$ cat src/rtl/serial_io_controller_pkg.sv
// serial_ctrl_pkg: state encoding and shared constants for the
// serial I/O controller and the memory-stage address decode.
package serial_ctrl_pkg;

    typedef enum logic [2:0] {
        IDLE     = 3'd0,
        TX_WAIT  = 3'd1,
        TX_PULSE = 3'd2,
        RX_WAIT  = 3'd3,
        RX_PULSE = 3'd4,
        DONE     = 3'd5
    } state_t;

    localparam logic [31:0] ERR_WORD_DEFAULT = 32'hFFFF_FFFF;

    // Load/store address the memory stage routes to this controller.
    localparam logic [31:0] SERIAL_ADDR = 32'hFFFF_FFF0;

    function automatic logic [31:0] zext8(input logic [7:0] b);
        return {24'h00_0000, b};
    endfunction

endpackage

$ cat src/rtl/serial_io_controller_if.sv
// serial_io_controller_if: memory-stage request lines plus serial pins.
// master = controller side, slave = pipeline/port side.
interface serial_io_controller_if;

    logic        req_rd_in;
    logic        req_wr_in;
    logic [7:0]  wr_data_in;
    logic [31:0] rd_data_out;
    logic        stall_out;
    logic        timeout_out;
    logic [7:0]  serial_in;
    logic        serial_valid_in;
    logic        serial_ready_in;
    logic [7:0]  serial_out;
    logic        serial_rden_out;
    logic        serial_wren_out;

    modport master (
        input  req_rd_in,
        input  req_wr_in,
        input  wr_data_in,
        input  serial_in,
        input  serial_valid_in,
        input  serial_ready_in,
        output rd_data_out,
        output stall_out,
        output timeout_out,
        output serial_out,
        output serial_rden_out,
        output serial_wren_out
    );

    modport slave (
        output req_rd_in,
        output req_wr_in,
        output wr_data_in,
        output serial_in,
        output serial_valid_in,
        output serial_ready_in,
        input  rd_data_out,
        input  stall_out,
        input  timeout_out,
        input  serial_out,
        input  serial_rden_out,
        input  serial_wren_out
    );

endinterface

$ cat src/rtl/serial_io_controller_timeout_counter.sv
// serial_timeout_counter: saturating wait-state counter; expire flags the
// last permitted wait cycle. TIMEOUT_CYCLES=0 never expires.
module serial_timeout_counter #(
    parameter int unsigned TIMEOUT_CYCLES = 0,
    parameter int unsigned TIMEOUT_W      = 16
) (
    input  logic clk,
    input  logic reset,
    input  logic clear,
    input  logic enable,
    output logic expire
);

    localparam int unsigned LAST =
        (TIMEOUT_CYCLES > 0) ? TIMEOUT_CYCLES - 1 : 0;
    localparam logic [TIMEOUT_W-1:0] LAST_W = TIMEOUT_W'(LAST);
    localparam bit ACTIVE = (TIMEOUT_CYCLES > 0);

    logic [TIMEOUT_W-1:0] count;

    always_ff @(posedge clk or posedge reset) begin
        if (reset) begin
            count <= '0;
        end else if (clear) begin
            count <= '0;
        end else if (enable && (count != '1)) begin
            count <= count + 1'b1;
        end
    end

    assign expire = ACTIVE && enable && (count == LAST_W);

endmodule

$ cat src/rtl/serial_io_controller.sv
// serial_io_controller: turns memory-stage serial loads/stores into port
// handshakes. Optional macro SERIAL_RX_PREFETCH_EN adds a 1-byte RX buffer.
module serial_io_controller
    import serial_ctrl_pkg::*;
#(
    parameter int unsigned TIMEOUT_CYCLES = 0,
    parameter int unsigned TIMEOUT_W      = 16,
    parameter logic [31:0] ERR_WORD       = ERR_WORD_DEFAULT
) (
    input logic                   clk,
    input logic                   reset,
    serial_io_controller_if.master bus
);

    state_t      state;
    state_t      state_nx;
    logic [7:0]  tx_q;
    logic [31:0] rd_q;
    logic        timeout_q;

    logic        req_any;
    logic        in_wait;
    logic        expire;
    logic        abort;
    logic        rx_cap;
    logic        err_load;
    logic        stall;
    logic        wren;
    logic        rden;

`ifdef SERIAL_RX_PREFETCH_EN
    logic [7:0]  buf_q;
    logic        buf_v;
    logic        buf_fill;
    logic        buf_take;
`endif

    assign req_any = bus.req_rd_in | bus.req_wr_in;
    assign in_wait = (state == TX_WAIT) || (state == RX_WAIT);

    serial_timeout_counter #(
        .TIMEOUT_CYCLES (TIMEOUT_CYCLES),
        .TIMEOUT_W      (TIMEOUT_W)
    ) u_timeout (
        .clk    (clk),
        .reset  (reset),
        .clear  (state == IDLE),
        .enable (in_wait),
        .expire (expire)
    );

    always_comb begin
        state_nx = state;
        stall    = 1'b0;
        wren     = 1'b0;
        rden     = 1'b0;
        abort    = 1'b0;
        rx_cap   = 1'b0;
        err_load = 1'b0;
`ifdef SERIAL_RX_PREFETCH_EN
        buf_fill = 1'b0;
        buf_take = 1'b0;
`endif
        unique case (state)
            IDLE: begin
                stall = req_any;
                // Write wins when both requests are raised together.
                if (bus.req_wr_in) begin
                    state_nx = TX_WAIT;
                end else if (bus.req_rd_in) begin
                    state_nx = RX_WAIT;
`ifdef SERIAL_RX_PREFETCH_EN
                    if (buf_v) begin
                        state_nx = DONE;
                        buf_take = 1'b1;
                    end
`endif
                end
`ifdef SERIAL_RX_PREFETCH_EN
                else if (!buf_v && bus.serial_valid_in) begin
                    buf_fill = 1'b1;
                    rden     = 1'b1;
                end
`endif
            end
            TX_WAIT: begin
                stall = 1'b1;
                if (bus.serial_ready_in) begin
                    state_nx = TX_PULSE;
                end else if (expire) begin
                    state_nx = DONE;
                    abort    = 1'b1;
                end
            end
            TX_PULSE: begin
                stall    = 1'b1;
                wren     = 1'b1;
                state_nx = DONE;
            end
            RX_WAIT: begin
                stall = 1'b1;
                if (bus.serial_valid_in) begin
                    state_nx = RX_PULSE;
                    rx_cap   = 1'b1;
                end else if (expire) begin
                    state_nx = DONE;
                    abort    = 1'b1;
                    err_load = 1'b1;
                end
            end
            RX_PULSE: begin
                stall    = 1'b1;
                rden     = 1'b1;
                state_nx = DONE;
            end
            DONE: begin
                state_nx = IDLE;
            end
            default: begin
                state_nx = IDLE;
            end
        endcase
    end

    always_ff @(posedge clk or posedge reset) begin
        if (reset) begin
            state     <= IDLE;
            tx_q      <= '0;
            rd_q      <= '0;
            timeout_q <= 1'b0;
        end else begin
            state     <= state_nx;
            timeout_q <= abort;
            if ((state == IDLE) && bus.req_wr_in) begin
                tx_q <= bus.wr_data_in;
            end
            if (rx_cap) begin
                rd_q <= zext8(bus.serial_in);
            end else if (err_load) begin
                rd_q <= ERR_WORD;
            end
`ifdef SERIAL_RX_PREFETCH_EN
            else if (buf_take) begin
                rd_q <= zext8(buf_q);
            end
`endif
        end
    end

`ifdef SERIAL_RX_PREFETCH_EN
    always_ff @(posedge clk or posedge reset) begin
        if (reset) begin
            buf_q <= '0;
            buf_v <= 1'b0;
        end else if (buf_fill) begin
            buf_q <= bus.serial_in;
            buf_v <= 1'b1;
        end else if (buf_take) begin
            buf_v <= 1'b0;
        end
    end
`endif

    assign bus.stall_out       = stall;
    assign bus.serial_wren_out = wren;
    assign bus.serial_rden_out = rden;
    assign bus.serial_out      = tx_q;
    assign bus.rd_data_out     = rd_q;
    assign bus.timeout_out     = timeout_q;

endmodule

$ cat src/flat_wrapper.sv
// flat-port wrapper written by rule: the top's interface ports become plain ports
module serial_io_controller_flat import serial_ctrl_pkg::*;
#(
    parameter int unsigned TIMEOUT_CYCLES = 0,
    parameter int unsigned TIMEOUT_W      = 16,
    parameter logic [31:0] ERR_WORD       = ERR_WORD_DEFAULT
)
  (clk, reset, bus_req_rd_in, bus_req_wr_in, bus_wr_data_in, bus_serial_in, bus_serial_valid_in, bus_serial_ready_in, bus_rd_data_out, bus_stall_out, bus_timeout_out, bus_serial_out, bus_serial_rden_out, bus_serial_wren_out);
  serial_io_controller_if bus_i ();
  input logic clk;
  input logic reset;
  input wire logic [$bits(bus_i.req_rd_in)-1:0] bus_req_rd_in;
  input wire logic [$bits(bus_i.req_wr_in)-1:0] bus_req_wr_in;
  input wire logic [$bits(bus_i.wr_data_in)-1:0] bus_wr_data_in;
  input wire logic [$bits(bus_i.serial_in)-1:0] bus_serial_in;
  input wire logic [$bits(bus_i.serial_valid_in)-1:0] bus_serial_valid_in;
  input wire logic [$bits(bus_i.serial_ready_in)-1:0] bus_serial_ready_in;
  output wire logic [$bits(bus_i.rd_data_out)-1:0] bus_rd_data_out;
  output wire logic [$bits(bus_i.stall_out)-1:0] bus_stall_out;
  output wire logic [$bits(bus_i.timeout_out)-1:0] bus_timeout_out;
  output wire logic [$bits(bus_i.serial_out)-1:0] bus_serial_out;
  output wire logic [$bits(bus_i.serial_rden_out)-1:0] bus_serial_rden_out;
  output wire logic [$bits(bus_i.serial_wren_out)-1:0] bus_serial_wren_out;
  assign bus_i.req_rd_in = bus_req_rd_in;
  assign bus_i.req_wr_in = bus_req_wr_in;
  assign bus_i.wr_data_in = bus_wr_data_in;
  assign bus_i.serial_in = bus_serial_in;
  assign bus_i.serial_valid_in = bus_serial_valid_in;
  assign bus_i.serial_ready_in = bus_serial_ready_in;
  assign bus_rd_data_out = bus_i.rd_data_out;
  assign bus_stall_out = bus_i.stall_out;
  assign bus_timeout_out = bus_i.timeout_out;
  assign bus_serial_out = bus_i.serial_out;
  assign bus_serial_rden_out = bus_i.serial_rden_out;
  assign bus_serial_wren_out = bus_i.serial_wren_out;
  serial_io_controller #(.TIMEOUT_CYCLES(TIMEOUT_CYCLES), .TIMEOUT_W(TIMEOUT_W), .ERR_WORD(ERR_WORD)) u_core (.clk(clk), .reset(reset), .bus(bus_i));
endmodule
$ cat config.mk
export PLATFORM = sky130hd
export DESIGN_NAME = serial_io_controller_flat
export DESIGN_NICKNAME = d
export VERILOG_FILES = /design/src/rtl/serial_io_controller_pkg.sv /design/src/rtl/serial_io_controller_if.sv /design/src/rtl/serial_io_controller_timeout_counter.sv /design/src/rtl/serial_io_controller.sv /design/src/flat_wrapper.sv
export SDC_FILE = /design/constraint.sdc
export NUM_CORES = 1
export LEC_CHECK = 0
export CAP_MARGIN = 0
export CORE_MARGIN = 4
export CORE_UTILIZATION = 34
export DETAILED_ROUTE_END_ITERATION = 16
export PLACE_DENSITY = 0.79
export SYNTH_ARGS = -nofsm -noshare
export SYNTH_HDL_FRONTEND = slang
export SYNTH_HIERARCHICAL = 1
export SYNTH_SLANG_ARGS = --single-unit
$ cat constraint.sdc
create_clock -name clk -period 1.3 [get_ports clk]
set_input_delay 0.13 -clock clk [delete_from_list [all_inputs] [get_ports clk]]
set_output_delay 0.13 -clock clk [all_outputs]
set_load 0.005 [all_outputs]
==> metrics.txt, run 1 <==
antenna viol nets, final 0; DRT Pass-1 Iters 4; HPWL after DPL 2310 microns; RSZ-0062 raised after global routing true; clock period minus worst slack 1530 ps; Remaining DRCs 0; Worst-path clk slew 120 ps; placed cells 189; Final WS setup -231 ps; CP arrival 1400 ps; fin. max-slew vios 0; IO buf count 65; Vias 962; routed len/inst 15.4 microns; CP required 1170 ps; TritonCTS clock tree yes; sequential share of the synthesized area 0.464; Final Cycle Share 1.18; EDFF count, synth 0; first-pass GRT wire length 5170 microns; largest net degree at the start of global routing 22; CP max stage delay 410 ps; Setup crit start kind flop; Top FF cell, synth dfrtp_1; failing checks negative setup slack; first-iteration detailed-routing DRC count 31; fmax 653 MHz; Post-Syn Nets 117; Yosys cell types 29; clk_lat worst skew 300 ps; total track usage 0.158; total power 4610 uW; CP Capture Type primary output; #FFs+latches synth 21; htree depth 1; crit-path max FO 2; non-filler cells, final 214; Worst VDD drop 875 uV; critical path's most frequent cell buf_6; Vias/cell 4.50; final setup fails 21; number of core rows 20; Crit-path slowest cell dfrtp_1; status finished with violations; Root Buffer clkbuf_4; share of cells above drive strength 1 0.482; Core Footprint 3130 sq um; pre-CTS setup slack -360 ps; CP cell instances buf_6 > buf_6 > nor4_4 > a21oi_1 > buf_2; total die area 4320 sq um; antenna violations before repair 0; R2R cell count 5; Antenna Cells 0; yosys warns 6; hold_ws 135 ps; Mapped Cells 95; HP Class in2async; CTS Buffer Depth 2; Async SR Flop Fraction 1.00; Sink Count 21; final core utilization 0.621; commonest cells after routing, fill and taps aside 21 x clkdlybuf4s50_1, 21 x buf_4, 20 x buf_6, 20 x dfrtp_1, 16 x dlygate4sd2_1; vias in the first global route 1030; Clock Skew 3.21 ps; area grow syn2layout 71.6%; Mean Syn Cell Area 11.9 sq um; Initial Util 0.362; critical path class reg2out; static leakage 0.000913 uW; Top Ports 66; Die Wd 65.7 microns; routability cong. 0.753; fin nets 193; Die Y 65.7 microns; TritonCTS buffer count 3; DRT Wirelength 3300 microns; power per cell area 2370 nW/um^2; Fillers 262; synthesized cell area 1130 sq um; global route overflow 0; Final Hold Fails 0; total of max-cap violations 0
==> kinds of logic (layout without fill, tap and decap cells) <==
kind of cell	Yosys count	in the layout	synth area share
XOR/XNOR	1	1	0.00774
multiplexers	8	8	0.106
AO/OA/AOI/OAI	18	18	0.120
other	1	1	0.00331
AND/OR/NAND/NOR	14	14	0.0840
buffers and inverters	32	107	0.214
flip-flops	21	21	0.464
==> state kept, by name, summed over array words and instances, names as in the netlist <==
register and cells:
u_core/bus.serial_out 8, u_core/state 3, u_core/bus.timeout_out 1, u_core/bus.rd_data_out 9
==> worst paths after layout <==
kind	startpoint	endpoint	slack (ps)
min reg2reg	u_core/bus.rd_data_out[7]$_DFFE_PP0P_	u_core/bus.rd_data_out[7]$_DFFE_PP0P_	510
max	u_core/state[2]$_DFFE_PP0P_	bus_stall_out	-230
min in group clk	bus_wr_data_in[5]	u_core/bus.serial_out[5]$_DFFE_PP0P_	430
max reg2reg	u_core/state[2]$_DFFE_PP0P_	u_core/bus.serial_out[6]$_DFFE_PP0P_	-110
min	reset	u_core/bus.serial_out[1]$_DFFE_PP0P_	130
max in group asynchronous	reset	u_core/bus.rd_data_out[30]$_DFFE_PP0P_	940
==> cells in the mapped netlist, types with 2 or more instances <==
cell	n	area share
o22a_1	8	0.062
nor2_1	3	0.0099
mux2_4	8	0.11
dfrtp_1	21	0.46
inv_1	4	0.013
a21oi_1	2	0.0088
nor4_1	2	0.011
buf_6	2	0.020
a31oi_1	2	0.011
buf_4	24	0.16
==> cell type report <==
class,count,area [sq um],share of cell area
Inverter,4,17.5,0.00901
Clock buffer,3,22.5,0.0116
Clock inverter,1,5.00,0.00258
Tap cell,44,55.1,0.0283
Multi-Input combinational cell,42,413,0.212
Sequential cell,21,527,0.271
Timing Repair Buffer,99,903,0.465
==> layer usage <==
| metal | track usage | vias to the layer above | share of wire |
|---|---|---|---|
| li1 | - | 456 | - |
| met1 | 0.169 | 475 | 0.37 |
| met3 | 0.0462 | 4 | 0.049 |
| met5 | 0 | - | 0 |
| met4 | 0.0363 | 0 | 0.011 |
| met2 | 0.300 | 27 | 0.57 |
==> per-stage QoR <==
stage / TNS (ps) / cell area, sq um
after floorplan: 0 / 1130
after global placement: -1560 / 1720
after detailed placement: -2040 / 1720
after CTS: -3570 / 1910
after global routing: -3220 / 1940
final: -1970 / 1940
==> critical path: cells and delay by family, from the launching register on <==
family	cells	cell delay [ps]
AO/OA/AOI/OAI	1	60
buffers and inverters	3	360
flip-flops	1	410
AND/OR/NAND/NOR	1	270
==> what timing repair did <==
action,CTS,global route
cloned,2,0
setup buffers,19,6
setup endpoints to repair,59,45
gates resized for setup,125,25
pin swaps,13,5
hold buffers,0,0
==> power by group <==
part / switching, uW / leakage, uW / internal (uW)
registers: 168 / 0.000241 / 963
clock network: 198 / 0.0000177 / 115
logic: 1170 / 0.000654 / 2000
Note: power is estimated with default switching activity, not from simulation.
==> run 2, diff against run 1 <==
--- a/config.mk
+++ b/config.mk
@@ -5,9 +5,10 @@
 export SDC_FILE = /design/constraint.sdc
 export NUM_CORES = 1
 export LEC_CHECK = 0
+export ABC_AREA = 1
 export CAP_MARGIN = 0
 export CORE_MARGIN = 4
-export CORE_UTILIZATION = 34
+export CORE_UTILIZATION = 35
 export DETAILED_ROUTE_END_ITERATION = 16
 export PLACE_DENSITY = 0.79
 export SYNTH_ARGS = -nofsm -noshare
==> metrics.txt, run 2 <==
Worst-path clk slew 130 ps (was 120 ps); IO buf count 65 (unchanged); HP Class in2async (unchanged); Async SR Flop Fraction 1.00 (unchanged); pre-CTS setup slack -178 ps (was -360 ps); total power 4000 uW (was 4610 uW); yosys warns 6 (unchanged); cell with the most instances after synthesis nand2_1 (was buf_4); Clock Skew 11.0 ps (was 3.21 ps); first-pass GRT wire length 4860 microns (was 5170 microns); area grow syn2layout 55.5% (was 71.6%); final instance area 1940 sq um (about the same); routability cong. 0.727 (was 0.753); fmax 661 MHz (was 653 MHz); CP cell instances buf_6 > nor2_4 > inv_2 > nor2_4 > nand2_4 > o21ai_2 > inv_2 > buf_2 (was buf_6 > buf_6 > nor4_4 > a21oi_1 > buf_2); Antenna Cells 0 (unchanged); routed len/inst 11.1 microns (was 15.4 microns); TritonCTS buffer count 3 (unchanged); sequential share of the synthesized area 0.421 (was 0.464); commonest cells after routing, fill and taps aside 43 x nand2_1, 32 x inv_1, 21 x clkdlybuf4s50_1 (was 21 x clkdlybuf4s50_1, 21 x buf_4, 20 x buf_6, 20 x dfrtp_1, 16 x dlygate4sd2_1); CTS Buffer Depth 2 (unchanged); synthesized cell area 1250 sq um (was 1130 sq um); Final WS setup -213 ps (was -231 ps); fin nets 255 (was 193); Sink Count 21 (unchanged); Mapped Cells 163 (was 95); max FFs per register 9 (unchanged); DRT Pass-1 Iters 4 (unchanged); Post-Syn Nets 185 (was 117); worst setup path startpoint u_core/state[0]$_DFFE_PP0P_ (was u_core/state[2]$_DFFE_PP0P_); Worst VDD drop 810 uV (was 875 uV); total track usage 0.142 (was 0.158); TritonCTS clock tree yes (unchanged); #FFs+latches synth 21 (unchanged); Yosys cell types 19 (was 29); antenna viol nets, final 0 (unchanged); fin. max-slew vios 0 (unchanged); CP Capture Type primary output (unchanged); Remaining DRCs 0 (unchanged); Die Y 67.7 microns (was 65.7 microns); final setup fails 2 (was 21); EDFF count, synth 0 (unchanged); Top FF cell, synth dfrtp_1 (unchanged); clock period minus worst slack 1510 ps (was 1530 ps); CP arrival 1380 ps (was 1400 ps); Vias/cell 4.15 (was 4.50); Post-DP Area 1880 sq um (was 1720 sq um); Root Buffer clkbuf_4 (unchanged); number of core rows 21 (was 20); CP required 1170 ps (about the same); first-iteration detailed-routing DRC count 28 (was 31); Top Ports 66 (unchanged); Initial Util 0.368 (was 0.362); static leakage 0.00113 uW (was 0.000913 uW); largest net degree at the start of global routing 22 (unchanged); share of cells above drive strength 1 0.345 (was 0.482); CP bufs+invs 4 (was 3); crit-path max FO 2 (unchanged); CP max stage delay 410 ps (about the same); family with the most delay on the worst path flip-flops (unchanged); global route overflow 0 (unchanged); hold_ws 127 ps (was 135 ps); DRT Wirelength 3070 microns (was 3300 microns); failing checks negative setup slack (unchanged); Final Hold Fails 0 (unchanged); most common cell after layout, fill and taps aside nand2_1; clk_lat worst skew 320 ps (was 300 ps); Crit-path slowest cell dfrtp_1 (unchanged); vias in the first global route 1129 (was 1030); Die Wd 67.7 microns (was 65.7 microns); total of max-cap violations 0 (unchanged); top cells by area, synth dfrtp_1 42%, buf_4 14%, nand2_1 14% (was dfrtp_1 46%, buf_4 16%, mux2_4 11%); Critical R2R Launch u_core/state[0]$_DFFE_PP0P_ (was u_core/state[2]$_DFFE_PP0P_); FF-to-FF setup slack 20 ps (was -110 ps); htree depth 1 (unchanged); status finished with violations (unchanged); Mean Syn Cell Area 7.66 sq um (was 11.9 sq um); Core Footprint 3390 sq um (was 3130 sq um); final setup TNS -295 ps (was -1970 ps); antenna violations before repair 0 (unchanged); critical path class reg2out (unchanged); total die area 4590 sq um (was 4320 sq um); Setup crit start kind flop (unchanged); post-synth top area cell dfrtp_1 (unchanged); HPWL after DPL 2170 microns (was 2310 microns); Vias 1153 (was 962); area share of the largest cell type after synthesis 0.421 (was 0.464); most frequent cells after synthesis 48 x nand2_1, 35 x inv_1, 24 x buf_4 (was 24 x buf_4, 21 x dfrtp_1, 8 x mux2_4, 8 x o22a_1, 4 x inv_1); Hold Buf Count CTS 0 (unchanged); power per cell area 2060 nW/um^2 (was 2370 nW/um^2); Final Cycle Share 1.16 (was 1.18); RSZ-0062 raised after global routing true (unchanged)
run 2: cell count changes in the layout (fill, tap and decap cells not counted), moves of 10 or more:
cell     change
nand2_1     +43
inv_1       +30
buf_2       +10
nand3_1     +14
buf_6       -13
run 2: stage by stage:
stage | std cells | utilization
global placement | 262 | 0.554
finish | 278 | 0.573
global route | 278 | 0.573
detailed placement | 262 | 0.554
CTS | 279 | 0.577
floorplan | 163 | -
run 2: worst paths after layout:
path | end | cells after the start
hold / removal | u_core/bus.serial_out[3]$_DFFE_PP0P_ | 3
max in group asynchronous | u_core/state[2]$_DFFE_PP0P_ | 3
setup / recovery | bus_stall_out | 8
setup reg to reg | u_core/bus.serial_out[4]$_DFFE_PP0P_ | 8
hold reg to reg | u_core/bus.serial_out[2]$_DFFE_PP0P_ | 2
min in group clk | u_core/bus.serial_out[0]$_DFFE_PP0P_ | 3
run 2: repair_timing:
item / in CTS / in global routing
resized for setup: 126 / 19
pin swaps: 3 / 5
buffers inserted: 13 / 0
setup endpoints to repair: 44 / 28
cloned: 1 / 1
run 2: routing by layer:
metal  share of wire  GRT usage  vias up
met5               0          0        -
met4          0.0085     0.0608        0
met3           0.081    0.00832        2
li1                -          -      591
met2            0.51      0.265       42
met1            0.40      0.164      518
run 2: layout make-up:
cell class / count / area (sq um)
inverter: 37 / 141
timing repair buffer: 90 / 743
fill: 315 / 1450
multi-input combinational: 80 / 445
tap: 46 / 57.6
sequential: 21 / 527
clock inverter: 1 / 5.00
clock buffer: 3 / 22.5
run 2: worst register-to-register path, cell delays in order (launching register included):
cell and delay (ps):
dfrtp_1 410, buf_6 120, nor2_4 100, inv_2 50, nor2_4 110, buf_4 210, nand2_8 80, nand2_1 60
nand2_1 50
run 2: cells by family (layout without fill, tap and decap cells):
family | after synthesis | in the layout | share of synthesized area
compound gates | 3 | 4 | 0.0271
buf+inv | 63 | 131 | 0.269
simple gates | 75 | 75 | 0.281
other cells | 1 | 1 | 0.00300
flops | 21 | 21 | 0.421
run 2: report_power, final:
part	internal (uW)	leakage, uW	total (uW)	switching (uW)
Sequential	951	0.000245	1120	168
Clock	115	0.0000177	331	216
Combinational	1380	0.000869	2550	1170
Total	2440	0.00113	4000	1550
==> run 3, diff against run 2 <==
--- a/config.mk
+++ b/config.mk
@@ -11,6 +11,7 @@
 export CORE_UTILIZATION = 35
 export DETAILED_ROUTE_END_ITERATION = 16
 export PLACE_DENSITY = 0.79
+export RECOVER_POWER = 50
 export SYNTH_ARGS = -nofsm -noshare
 export SYNTH_HDL_FRONTEND = slang
 export SYNTH_HIERARCHICAL = 1
==> metrics.txt, run 3 (synthesized netlist as in run 2, its figures left out) <==
status finished with violations (unchanged); failing checks negative setup slack (unchanged); CP Capture Type primary output (unchanged); hold_ws 350 ps (was 127 ps); r2r endpoint u_core/bus.serial_out[4]$_DFFE_PP0P_ (unchanged); pre-CTS setup slack -178 ps (unchanged); RSZ-0062 raised after global routing true (unchanged); crit-path max FO 2 (unchanged); antenna viol nets, final 0 (unchanged); Core Footprint 3390 sq um (unchanged); area of the multi-input gates 445 sq um (unchanged); Root Buffer clkbuf_4 (unchanged); power per cell area 2060 nW/um^2 (about the same); Sink Count 21 (unchanged); CP bufs+invs 4 (unchanged); routed len/inst 11.0 microns (was 11.1 microns); fin nets 255 (unchanged); Die Y 67.7 microns (unchanged); TritonCTS buffer count 3 (unchanged); Critical R2R Launch u_core/state[0]$_DFFE_PP0P_ (unchanged); CP cell instances buf_6 > nor2_4 > inv_2 > nor2_4 > nand2_4 > o21ai_2 > inv_2 > buf_2 (unchanged); total power 4000 uW (about the same); total of max-cap violations 0 (unchanged); global route overflow 0 (unchanged); total die area 4590 sq um (unchanged); share of cells above drive strength 1 0.345 (unchanged); hold_sp bus_wr_data_in[0]; routability cong. 0.727 (unchanged); FF-to-FF setup slack 20 ps (about the same); clock period minus worst slack 1510 ps (about the same); DRT Pass-1 Iters 4 (unchanged); Min-Delay Path Depth 3; Hold Buf Count CTS 0 (unchanged); largest net degree at the start of global routing 22 (unchanged); Final WS setup -214 ps (was -213 ps); Vias 1155 (was 1153); Die Wd 67.7 microns (unchanged); Worst-path clk slew 130 ps (about the same); Final Hold Fails 0 (unchanged); CP max stage delay 410 ps (about the same); antenna violations before repair 0 (unchanged); IO buf count 65 (unchanged); DRT Wirelength 3070 microns (about the same); Slew headroom 0.640; area grow syn2layout 55.3% (was 55.5%); vias in the first global route 1129 (unchanged); commonest cells after routing, fill and taps aside 43 x nand2_1, 32 x inv_1, 20 x clkdlybuf4s50_1, 20 x buf_2, 20 x dfrtp_1 (was 43 x nand2_1, 32 x inv_1, 21 x clkdlybuf4s50_1); worst slew pin tran 539 ps; first-iteration detailed-routing DRC count 33 (was 28); final instance area 1940 sq um (about the same); Vias/cell 4.15 (about the same); Top Ports 66 (unchanged); Initial Util 0.368 (unchanged); HPWL after DPL 2170 microns (unchanged); Crit-path slowest cell dfrtp_1 (unchanged); Fillers 316 (was 315); number of core rows 21 (unchanged); fmax 661 MHz (about the same); CP required 1170 ps (about the same); Worst VDD drop 810 uV (about the same); HP Class in2reg (was in2async); TritonCTS clock tree yes (unchanged); Post-DP Area 1880 sq um (unchanged); family with the most delay on the worst path flip-flops (unchanged); CP arrival 1380 ps (about the same); most common cell after layout, fill and taps aside nand2_1 (unchanged); FF/Latch Area 527 sq um (unchanged); total track usage 0.142 (unchanged); Clock Skew 12.8 ps (was 11.0 ps); Final Cycle Share 1.16 (about the same); htree depth 1 (unchanged); WHS Endpoint u_core/bus.serial_out[0]$_DFFE_PP0P_; first-pass GRT wire length 4860 microns (unchanged); Remaining DRCs 0 (unchanged); max FFs per register 9 (unchanged); clk_lat worst skew 320 ps (about the same); fin. max-slew vios 0 (unchanged); R2R cell count 8 (unchanged); final setup fails 2 (unchanged); static leakage 0.00113 uW (about the same); critical path class reg2out (unchanged); CTS Buffer Depth 2 (unchanged); Setup crit start kind flop (unchanged); Antenna Cells 0 (unchanged)
-- run 3: cell count changes in the layout (fill, tap and decap cells not counted) --
cell / delta
buf_4: -1
clkbuf_2: +1
clkdlybuf4s50_1: -1
dlygate4sd3_1: +1
-- run 3: power breakdown --
group	switching [uW]	internal, uW	leakage, uW
Combinational	1170	1380	0.000869
Sequential	169	950	0.000245
Clock	215	115	0.0000177
Total	1550	2440	0.00113
-- run 3: tightest hold or removal path, stage by stage --
cell,delay (ps)
clkdlybuf4s50_1,400
nand3_1,80
nand2_1,50
-- run 3: worst max-delay path by stage --
stage,from,endpoint,slack (ps),cells after the start
after floorplan,u_core/state[0]$_DFFE_PP0P_,bus_stall_out,140,7
after global placement,bus_req_wr_in,bus_stall_out,-160,6
after detailed placement,bus_req_wr_in,bus_stall_out,-180,6
after CTS,u_core/state[0]$_DFFE_PP0P_,bus_stall_out,-210,8
after global routing,u_core/state[0]$_DFFE_PP0P_,bus_stall_out,-290,8
final,u_core/state[0]$_DFFE_PP0P_,bus_stall_out,-210,8
-- run 3: timing repair --
action                                  in CTS  in global routing
endpoints found under the setup margin      44                 28
buffers inserted                            13                  0
resized for setup                          126                 19
cloned                                       1                  1
pin swaps                                    3                  5
-- run 3: final cells by class --
| class | count | area share |
|---|---|---|
| clock buffer | 3 | 0.0116 |
| clock inverter | 1 | 0.00258 |
| inverter | 37 | 0.0729 |
| multi-input combinational | 80 | 0.230 |
| sequential | 21 | 0.272 |
| tap | 46 | 0.0297 |
| timing repair buffer | 90 | 0.382 |
-- run 3: per-layer routing --
metal / share of wire / vias up / routed length (microns) / track usage
met5: 0 / - / 0 / 0
li1: - / 591 / - / -
met4: 0.0085 / 0 / 26 / 0.0608
met2: 0.51 / 42 / 1570 / 0.265
met1: 0.40 / 520 / 1220 / 0.164
met3: 0.082 / 2 / 252 / 0.00832
-- run 3: per-stage QoR --
step	std cells	TNS, ps	utilization
floorplan	163	0	-
CTS	279	-587	0.577
global placement	262	-281	0.554
detailed placement	262	-306	0.554
finish	278	-296	0.572
global route	278	-1120	0.572
